$ cat src/rtl/cc_base.sv
// rtl/cc_base.sv - rate-1/2 K=7 tail-biting convolutional encoder (171/133), ping-pong block buffers
// Serial bits fill one bank while the other bank is encoded, one coded symbol per cycle.
module cc_base #(
   parameter int BLOCK_BITS = 48
) (
   input  logic       clk,
   input  logic       reset,
   input  logic       valid_in,
   input  logic       cur_in,
   output logic [1:0] z,
   output logic       valid_out
);

   localparam int N  = BLOCK_BITS;
   localparam int IW = $clog2(N);

   typedef enum logic {IDLE, ENCODE} state_t;

   state_t         state_q, state_d;
   logic [N-1:0]   bank0_q, bank0_d;
   logic [N-1:0]   bank1_q, bank1_d;
   logic [1:0]     full_q, full_d;
   logic           fill_bank_q, fill_bank_d;
   logic           enc_bank_q, enc_bank_d;
   logic [IW-1:0]  wr_idx_q, wr_idx_d;
   logic [IW-1:0]  step_q, step_d;
   logic [5:0]     sr_q, sr_d;
   logic [1:0]     z_q, z_d;
   logic           valid_q, valid_d;

   logic [N-1:0]   enc_data;
   logic [5:0]     cur_sr;
   logic [IW-1:0]  cur_idx;
   logic           go;
   logic           b;

   always_comb begin
      bank0_d     = bank0_q;
      bank1_d     = bank1_q;
      wr_idx_d    = wr_idx_q;
      fill_bank_d = fill_bank_q;
      full_d      = full_q;
      state_d     = state_q;
      step_d      = step_q;
      sr_d        = sr_q;
      enc_bank_d  = enc_bank_q;
      z_d         = 2'b00;
      valid_d     = 1'b0;
      enc_data    = enc_bank_q ? bank1_q : bank0_q;
      cur_sr      = sr_q;
      cur_idx     = step_q;
      go          = 1'b0;

      if (valid_in) begin
         if (fill_bank_q) bank1_d[wr_idx_q] = cur_in;
         else             bank0_d[wr_idx_q] = cur_in;
         if (wr_idx_q == IW'(N - 1)) begin
            wr_idx_d               = '0;
            full_d[fill_bank_q]    = 1'b1;
            fill_bank_d            = ~fill_bank_q;
         end else begin
            wr_idx_d = wr_idx_q + IW'(1);
         end
      end

      // Step 0 is produced straight from IDLE using the tail-biting preload (last 6 block bits).
      case (state_q)
         IDLE: begin
            if (full_q[enc_bank_q]) begin
               go      = 1'b1;
               cur_idx = '0;
               for (int k = 1; k <= 6; k++) cur_sr[k-1] = enc_data[N-k];
            end
         end
         ENCODE: go = 1'b1;
         default: go = 1'b0;
      endcase

      b = enc_data[cur_idx];

      if (go) begin
         z_d     = {b ^ cur_sr[1] ^ cur_sr[2] ^ cur_sr[4] ^ cur_sr[5],
                    b ^ cur_sr[0] ^ cur_sr[1] ^ cur_sr[2] ^ cur_sr[5]};
         valid_d = 1'b1;
         sr_d    = {cur_sr[4:0], b};
         if (cur_idx == IW'(N - 1)) begin
            state_d            = IDLE;
            step_d             = '0;
            full_d[enc_bank_q] = 1'b0;
            enc_bank_d         = ~enc_bank_q;
         end else begin
            state_d = ENCODE;
            step_d  = cur_idx + IW'(1);
         end
      end
   end

   always_ff @(posedge clk or negedge reset) begin
      if (!reset) begin
         state_q     <= IDLE;
         bank0_q     <= '0;
         bank1_q     <= '0;
         full_q      <= 2'b00;
         fill_bank_q <= 1'b0;
         enc_bank_q  <= 1'b0;
         wr_idx_q    <= '0;
         step_q      <= '0;
         sr_q        <= '0;
         z_q         <= 2'b00;
         valid_q     <= 1'b0;
      end else begin
         state_q     <= state_d;
         bank0_q     <= bank0_d;
         bank1_q     <= bank1_d;
         full_q      <= full_d;
         fill_bank_q <= fill_bank_d;
         enc_bank_q  <= enc_bank_d;
         wr_idx_q    <= wr_idx_d;
         step_q      <= step_d;
         sr_q        <= sr_d;
         z_q         <= z_d;
         valid_q     <= valid_d;
      end
   end

   assign z         = z_q;
   assign valid_out = valid_q;

endmodule

$ cat config.mk
export PLATFORM = sky130hd
export DESIGN_NAME = cc_base
export DESIGN_NICKNAME = d
export VERILOG_FILES = /design/src/rtl/cc_base.sv
export SDC_FILE = /design/constraint.sdc
export NUM_CORES = 1
export LEC_CHECK = 0
export ABC_CLOCK_PERIOD_IN_PS = 2500
export CORE_MARGIN = 2
export CORE_UTILIZATION = 38
export DETAILED_ROUTE_END_ITERATION = 10
export GPL_ROUTABILITY_DRIVEN = 0
export PLACE_DENSITY = 0.56
export SETUP_SLACK_MARGIN = 0.05
export SYNTH_ARGS = -nofsm -noshare
export SYNTH_HDL_FRONTEND = slang
export SYNTH_SLANG_ARGS = --single-unit
$ cat constraint.sdc
create_clock -name clk -period 2.5 [get_ports clk]
set_input_delay 0.25 -clock clk [delete_from_list [all_inputs] [get_ports clk]]
set_output_delay 0.25 -clock clk [all_outputs]
set_load 0.01 [all_outputs]
* After elaboration in Yosys (flattened, before gate mapping)
Cells that the tools add are included.
Storage, ports and cells: register bits 122, input bits 4, output and inout port bits 3
Operators by class: add/sub/neg operators 2, magnitude comparators 7, equal/unequal tests 2, muxes and demuxes 28, bitwise gates (word level) 14, reduce and logical (&&, ||, !) cells 7
Operators by type and width (number):
- $bwmux 48 | 2
- $mux 48 | 1
- $mux 6 | 6
- $lt 6x7->1 const B | 2
- $add 6x1->6 const B | 2
- $eq 6x6->1 const B | 2
- $mux 2 | 5
- $mux 1 | 9
- $reduce_and 2->1 | 4
- $xor 1x1->1 | 8
- $bmux 1 s6 | 1
- $demux 1 s6 | 1
- $ge 6x1->1 const B | 1
- $lt 1x2->1 const B | 2
- $logic_and 1x1->1 | 3
- $not 1->1 | 3
- $and 2x2->2 | 1
- $demux 1 s1 | 2
- $ge 1x1->1 const B | 2
- $not 2->2 | 1
- $or 2x2->2 | 1
- $pmux 1 s2 | 1

* Depth between registers and ports, before layout
Gate-level depths: netlist (run 1).
depth in word-level cells 11, depth in mapped cells 11

* Least setup slack after synthesis (run 1)
No wires, ideal clock.
path kind flip-flop to flip-flop, from reg enc_bank_q, to reg z_q[0] (netlist: z[0]), setup time 0.130 ns, arrival 2.145 ns, data required time 2.370 ns, slack 0.225 ns, stages on the path, launching flop included 10, path buffers 1, cell sequence dfrtp_1 buf_6 mux2_4 a211o_1 a21oi_1 o32ai_1 a221o_1 a311oi_2 xnor2_1 nor2_1
On the way: longest elaborated chain between the ends 11
RTL lines:
- from (decl) | line 24 | logic enc_bank_q, enc_bank_d;
- from (signal assigned) | line 117 | enc_bank_q <= enc_bank_d;
- $mux 1 (implied by the code) (2 in a row) | line 69 | if (full_q[enc_bank_q]) begin
- $mux 6 | line 69
- $mux 6 | line 67 | case (state_q)
- $bmux 1 s6 | line 79 | b = enc_data[cur_idx];
- $mux 1 (implied by the code) | line 79
- $xor 1x1->1 (4 in a row) | line 83 | b ^ cur_sr[0] ^ cur_sr[1] ^ cur_sr[2] ^ cur_sr[5]};
- $mux 2 (*) | line 81 | if (go) begin
- named net z_d[0] | line 28 | logic [1:0] z_q, z_d;
- to (signal assigned) | line 121 | z_q <= z_d;
- to (decl) | line 28
Mark *: on every way through the listed nets, which the timed path passes. The rest lies on a longest branch. The select of a mux whose other input is x is not followed. A chain may end at the register's enable or synchronous reset.

* Final worst setup path (run 1)
from reg enc_bank_q, to reg z_q[1] (netlist: z[1])
On the way: longest elaborated chain between the ends 11
RTL lines:
- $mux 1 (implied by the code) (2 in a row) | line 69
- $mux 6 | line 69
- $mux 6 | line 67
- $bmux 1 s6 | line 79
- $mux 1 (implied by the code) | line 79
- $xor 1x1->1 (4 in a row) | line 82 | z_d = {b ^ cur_sr[1] ^ cur_sr[2] ^ cur_sr[4] ^ cur_sr[5],
- $mux 2 (*) | line 81
- named net z_d[1] | line 28
Marked as above.

==> results.md, run 1 <==
- Fin crit share: 98.8%
- Initial core utilization: 39.1%
- Ports: 7
- Die Wd: 135 µm
- Design area: 0.00765 mm²
- # setup viols final: 0
- Die area: 0.0183 mm²
- Placed Area: 0.00701 mm²
- Critical path required time: 2.81 ns
- Crit start category: flop
- ANT cells: 0
- Die Y: 135 µm
- DRC viols: 0
- Final Hold Viols: 0
- First-pass GRT wire length: 28.1 mm
- Number of flops mapped to enable cells by yosys: 0
- Clock transition at the registers of the reported paths: 0.06 ns
- Antenna Nets Post-Route: 0
- Avg Inst Size Synth: 10.6 µm²
- Number of synthesized register bits: 122
- NetSw: 2.90 mW
- Minimum clock period: 2.47 ns
- Post-synth top area cell: dfrtp_1
- Number of max-cap violations: 0
- Footprint of the multi-input gates: 0.00326 mm²
- Initial detailed-routing violation count: 335
- PD cells: 1070 mW/mm²
- Static Leak: 3.37 nW
- Crit Path Class: reg2reg
- Initial antenna violation count: 0
- TritonRoute pass-1 iters: 5
- Max Freq: 405 MHz
- Largest net degree at the start of global routing: 54
- Critical path peak fanout: 6
- Total track usage: 20.4%
- Worst-margin pin slew: 0.705 ns
- Clock Latency Late Sink: 0.43 ns
- H-tree depth: 4
- CTS buffer count: 17
- Commonest non-fill, non-tap cell in the layout: dfrtp_1
- Clock Skews: 0.00918 ns
- Most area-consuming cells after synthesis: dfrtp_1 (47%), mux2_2 (18%), nor2_1 (5.5%)
- Outcome: completed
- Root Buffer: clkbuf_16
- Drt wl/cell: 19.6 µm
- Worst Setup Slack, final: 0.0291 ns
- Logic pwr share: 35.8%
- Mapped Nets: 620
- Final Slew Violations: 0
- Area share of the largest cell type after synthesis: 46.7%
- Main synth FF type: dfrtp_1
- Placed cells: 839
- Reg power frac: 34.3%
- Setup crit end kind: flop
- Asr flop ratio synth: 100%
- Internal: 5.27 mW
- Fillers: 1,582
- Synth-to-Final Area Change: 17.1%
- Seq. cell area: 0.00305 mm²
- Distinct cells, synth: 62
- Final WL: 17.2 mm
- Post-DP HPWL: 12.3 mm
- Ys Warns: 0
- Core area: 0.0167 mm²
- Proportion of layout cells with a drive suffix above 1: 30.8%
- Congestion Overflow GR: 0
- Final layout net count: 650
- Via-per-instance ratio: 5.57
- Port bufs: 6
- Cell Count, Final, Fillers Out: 876
- Row count: 47
- Hold WC Path Type: in2async
- Clk sinks: 122
- Post-Syn Area: 0.00654 mm²
- Sequential area share after synthesis: 46.7%
- Worst VDD drop: 604 µV
- Sw Ratio: 35.5%
- RSZ-0062 raised after global routing: true
- Post-Syn Instances: 614
- Crit path arrival time: 2.78 ns
- Commonest non-fill, non-tap cells in the layout: dfrtp_1 (121), mux2_2 (105), nor2_1 (95), nand2_1 (55), buf_4 (42)
- CTS Buffer Depth: 2
- Worst Reg-to-Reg Cells: 9
- Clock Power Share: 29.8%
- Normalized max-slew margin: 53.0%
- Routed via count: 4,883
- CTS tree: done
- Vias in the first global route: 4,985
- Power, Total: 8.17 mW
- Dpl ws: -0.00109 ns
## final timing paths
path / from / to / slack [ns]
min in group clk: sr_q[3]$_DFFE_PN0N_ / sr_q[4]$_DFFE_PN0N_ / 0.50
max in group asynchronous: reset / wr_idx_q[1]$_DFFE_PN0P_ / 1.44
hold / removal: reset / bank0_q[5]$_DFFE_PN0P_ / 0.32
hold reg to reg: sr_q[3]$_DFFE_PN0N_ / sr_q[4]$_DFFE_PN0N_ / 0.50
setup / recovery: enc_bank_q$_DFFE_PN0P_ / z[1]$_DFF_PN0_ / 0.03
setup reg to reg: enc_bank_q$_DFFE_PN0P_ / z[1]$_DFF_PN0_ / 0.03
## registers in the layout (all words and copies together), names as in the netlist
register,cells
bank0_q,48
bank1_q,48
wr_idx_q,6
state_q,1
sr_q,6
fill_bank_q,1
z,2
valid_out,1
enc_bank_q,1
full_q,2
step_q,6
## cells by family (layout without fill, tap and decap cells)
kind of cell    after synthesis  after routing  share of synthesized area [%]
xor+xnor                     10             10                           1.34
flops                       122            122                           46.7
fa+ha+maj                     2              2                          0.383
compound gates               92             92                           9.48
buf+inv                      50             92                           3.60
simple gates                208            208                           14.2
mux                         130            130                           24.3
## per-stage QoR
step | util [%] | TNS, ns | hold WS (ns)
detailed placement | 42.0 | -0.00109 | 0.229
global route | 45.8 | -0.0727 | 0.363
finish | 45.8 | 0 | 0.319
floorplan | - | 0 | -0.0456
global placement | 42.0 | 0 | 0.227
CTS | 45.6 | 0 | 0.327
## power groups by stage
stage / Sequential (mW) / Clock [mW] / Combinational (mW)
final: 2.80 / 2.44 / 2.93
after global routing: 2.86 / 2.58 / 3.19
after CTS: 2.79 / 2.47 / 2.88
after detailed placement: 2.82 / 0 / 2.86
after global placement: 2.82 / 0 / 2.82
after floorplan: 2.59 / 0 / 2.03
## repair_timing
| action | in CTS | in global routing |
|---|---|---|
| pin swaps | 1 | 0 |
| endpoints found under the hold margin | 28 | 0 |
| gates resized for setup | 1 | 4 |
| buffers inserted | 2 | 3 |
| endpoints found under the setup margin | 3 | 6 |
| hold buffers | 1 | 0 |
## synthesized netlist by cell type, drive strengths merged (3+ instances only)
master and n:
a211oi 4, a21oi 20, a311oi 3, a31oi 4, a32oi 3, and3 4
buf 9, clkbuf 32, dfrtp 122, inv 7, mux2 106, mux2i 14
mux4 10, nand2 57, nand2b 5, nand3 9, nand3b 3, nand4 3
nor2 95, nor2b 5, nor3 9, nor3b 5, o211ai 3, o21ai 27
o221ai 3, o31ai 4, o32ai 3, or2 4, xnor2 7, xor2 3
## layer usage
layer	GRT usage (%)	up-vias	wire length (µm)
li1	-	2251	-
met1	28.2	2466	8010
met2	31.1	128	7840
met3	5.09	38	900
met4	7.87	0	457
met5	0	-	0
## layout make-up
type	instances	share of cell area, %
clock buffer	22	5.94
timing repair buffer	52	5.89
multi-input combinational	442	42.6
tap	220	3.60
sequential	122	39.9
clock inverter	9	1.60
inverter	9	0.442
## critical path, stage by stage (launching register included)
cell      delay (ns)
dfrtp_2         0.48
buf_4           0.16
mux4_1          0.59
nand2_1         0.10
nand2_1         0.06
a221o_1         0.36
a311oi_2        0.26
buf_4           0.17
xnor2_1         0.11
nor2_1          0.06
Power figures use the tool's default switching activity.
==> run 2: changes to the inputs <==
--- a/config.mk
+++ b/config.mk
@@ -6,7 +6,6 @@
 export NUM_CORES = 1
 export LEC_CHECK = 0
 export ABC_CLOCK_PERIOD_IN_PS = 2500
-export CORE_MARGIN = 2
 export CORE_UTILIZATION = 38
 export DETAILED_ROUTE_END_ITERATION = 10
 export GPL_ROUTABILITY_DRIVEN = 0
==> results.md, run 2 (synthesized netlist as in run 1, its figures left out) <==
- Largest stage delay on the critical path: 0.52 ns
- Antenna Nets Post-Route: 0
- Critical Path Start: enc_bank_q$_DFFE_PN0P_
- CTS tree: done
- Initial antenna violation count: 0
- Proportion of layout cells with a drive suffix above 1: 32.0%
- Clock Skews: 0.0125 ns
- Congestion Overflow GR: 0
- TritonRoute pass-1 iters: 5
- Largest net degree at the start of global routing: 55
- Worst Setup Slack, final: -0.0127 ns
- Clk sinks: 122
- ANT cells: 0
- Vias in the first global route: 4,905
- Total track usage: 21.4%
- Number of max-cap violations: 0
- Row count: 47
- Clock Power Share: 29.3%
- Setup crit end kind: flop
- Outcome: complete, but fails checks
- Die Wd: 133 µm
- Worst VDD drop: 534 µV
- # setup viols final: 1
- PD cells: 1070 mW/mm²
- Crit start category: flop
- Normalized max-slew margin: 53.5%
- Commonest non-fill, non-tap cells in the layout: dfrtp_1 (120), mux2_2 (105), nor2_1 (95), nand2_1 (56), buf_4 (34)
- Die area: 0.0177 mm²
- CTS Buffer Depth: 2
- Critical path peak fanout: 7
- Clock Latency Late Sink: 0.43 ns
- Slowest-stage cell, CP: dfrtp_2
- Top Registers: bank0_q: 48 flops, bank1_q: 48 flops
- Synth-to-Final Area Change: 17.4%
- Commonest non-fill, non-tap cell in the layout: dfrtp_1
- Setup TNS Final: -0.0127 ns
- Max Freq: 398 MHz
- Static Leak: 3.36 nW
- Crit path arrival time: 2.83 ns
- Die Y: 133 µm
- NetSw: 2.98 mW
- Ports: 7
- Hold WC Path Type: in2async
- Internal: 5.24 mW
- Final Hold Viols: 0
- Sw Ratio: 36.2%
- Final layout net count: 647
- Core area: 0.0167 mm²
- Critical Path, Cell by Cell: mux2_4 > a211o_1 > a21oi_2 > o32ai_1 > a221o_1 > a311oi_2 > buf_4 > xnor2_1 > nor2_1
- RSZ-0062 raised after global routing: true
- Final WL: 17.7 mm
- Logic pwr share: 36.3%
- H-tree depth: 4
- DRC viols: 0
- Drt wl/cell: 20.2 µm
- Fin crit share: 101%
- Root Buffer: clkbuf_16
- Initial core utilization: 39.1%
- Routed via count: 4,835
- Minimum clock period: 2.51 ns
- R2r startpoint: enc_bank_q$_DFFE_PN0P_
- Hold Slack: 0.336 ns
- Clock transition at the registers of the reported paths: 0.06 ns
- Crit Path Class: reg2reg
- CTS buffer count: 17
- Port bufs: 6
- Initial detailed-routing violation count: 370
- Critical path required time: 2.82 ns
- Post-DP HPWL: 12.4 mm
- Final Core Density: 45.9%
- Reg power frac: 34.3%
- Worst-margin pin slew: 0.698 ns
- Via-per-instance ratio: 5.53
- Violated checks: setup timing
- First-pass GRT wire length: 28.6 mm
- Final Slew Violations: 0
-- run 2: path summary, 6_finish.rpt --
path                       cells past startpoint  slack, ns                      end
hold reg to reg                                2       0.50      sr_q[1]$_DFFE_PN0N_
max in group asynchronous                      3       1.48  bank1_q[39]$_DFFE_PN0P_
setup / recovery                               9      -0.01           z[1]$_DFF_PN0_
hold / removal                                 2       0.34  bank0_q[37]$_DFFE_PN0P_
setup reg to reg                               9      -0.01           z[1]$_DFF_PN0_
min in group clk                               2       0.50      sr_q[1]$_DFFE_PN0N_
-- run 2: final cells by class --
class / count / area (µm²)
Sequential cell: 122 / 3060
Fill cell: 1547 / 9030
Inverter: 9 / 33.8
Clock inverter: 8 / 92.6
Timing Repair Buffer: 49 / 459
Tap cell: 220 / 275
Clock buffer: 24 / 482
Multi-Input combinational cell: 442 / 3280
-- run 2: what timing repair did --
| action | in CTS | in global routing |
|---|---|---|
| resized for setup | 3 | 18 |
| pin swaps | 1 | 8 |
| setup endpoints to repair | 4 | 5 |
| buffers inserted | 2 | 1 |
| endpoints found under the hold margin | 29 | 0 |
| hold buffers | 1 | 0 |
-- run 2: critical path: cells and delay by family (launching register included) --
family	cells	cell delay (ns)
compound gates	5	1.14
flops	1	0.52
mux	1	0.38
buf+inv	1	0.18
xor+xnor	1	0.12
simple gates	1	0.05
-- run 2: through the flow --
| step | power, mW | setup WS (ns) | cells | instance area (µm²) |
|---|---|---|---|---|
| 6_report | 8.21 | -0.0127 | 874 | 7670 |
| 5_1_grt | 8.64 | -0.112 | 874 | 7670 |
| 4_1_cts | 8.16 | 0.00281 | 873 | 7620 |
| 3_5_place_dp | 5.73 | -0.0594 | 838 | 7010 |
| 3_3_place_gp | 5.67 | -0.00229 | 838 | 7010 |
| 2_1_floorplan | 4.62 | 0.225 | 614 | 6540 |
-- run 2: power groups by stage --
stage          Combinational (mW)  Sequential [mW]  Clock [mW]
2_1_floorplan                2.03             2.59           0
3_3_place_gp                 2.85             2.82           0
3_5_place_dp                 2.90             2.83           0
4_1_cts                      2.92             2.81        2.44
5_1_grt                      3.24             2.87        2.54
6_report                     2.98             2.82        2.41
-- run 2: layer usage --
metal | wire (µm) | track usage (%)
met1 | 8350 | 30.2
met2 | 8190 | 32.7
met3 | 779 | 4.19
met4 | 342 | 7.89
met5 | 0 | 0
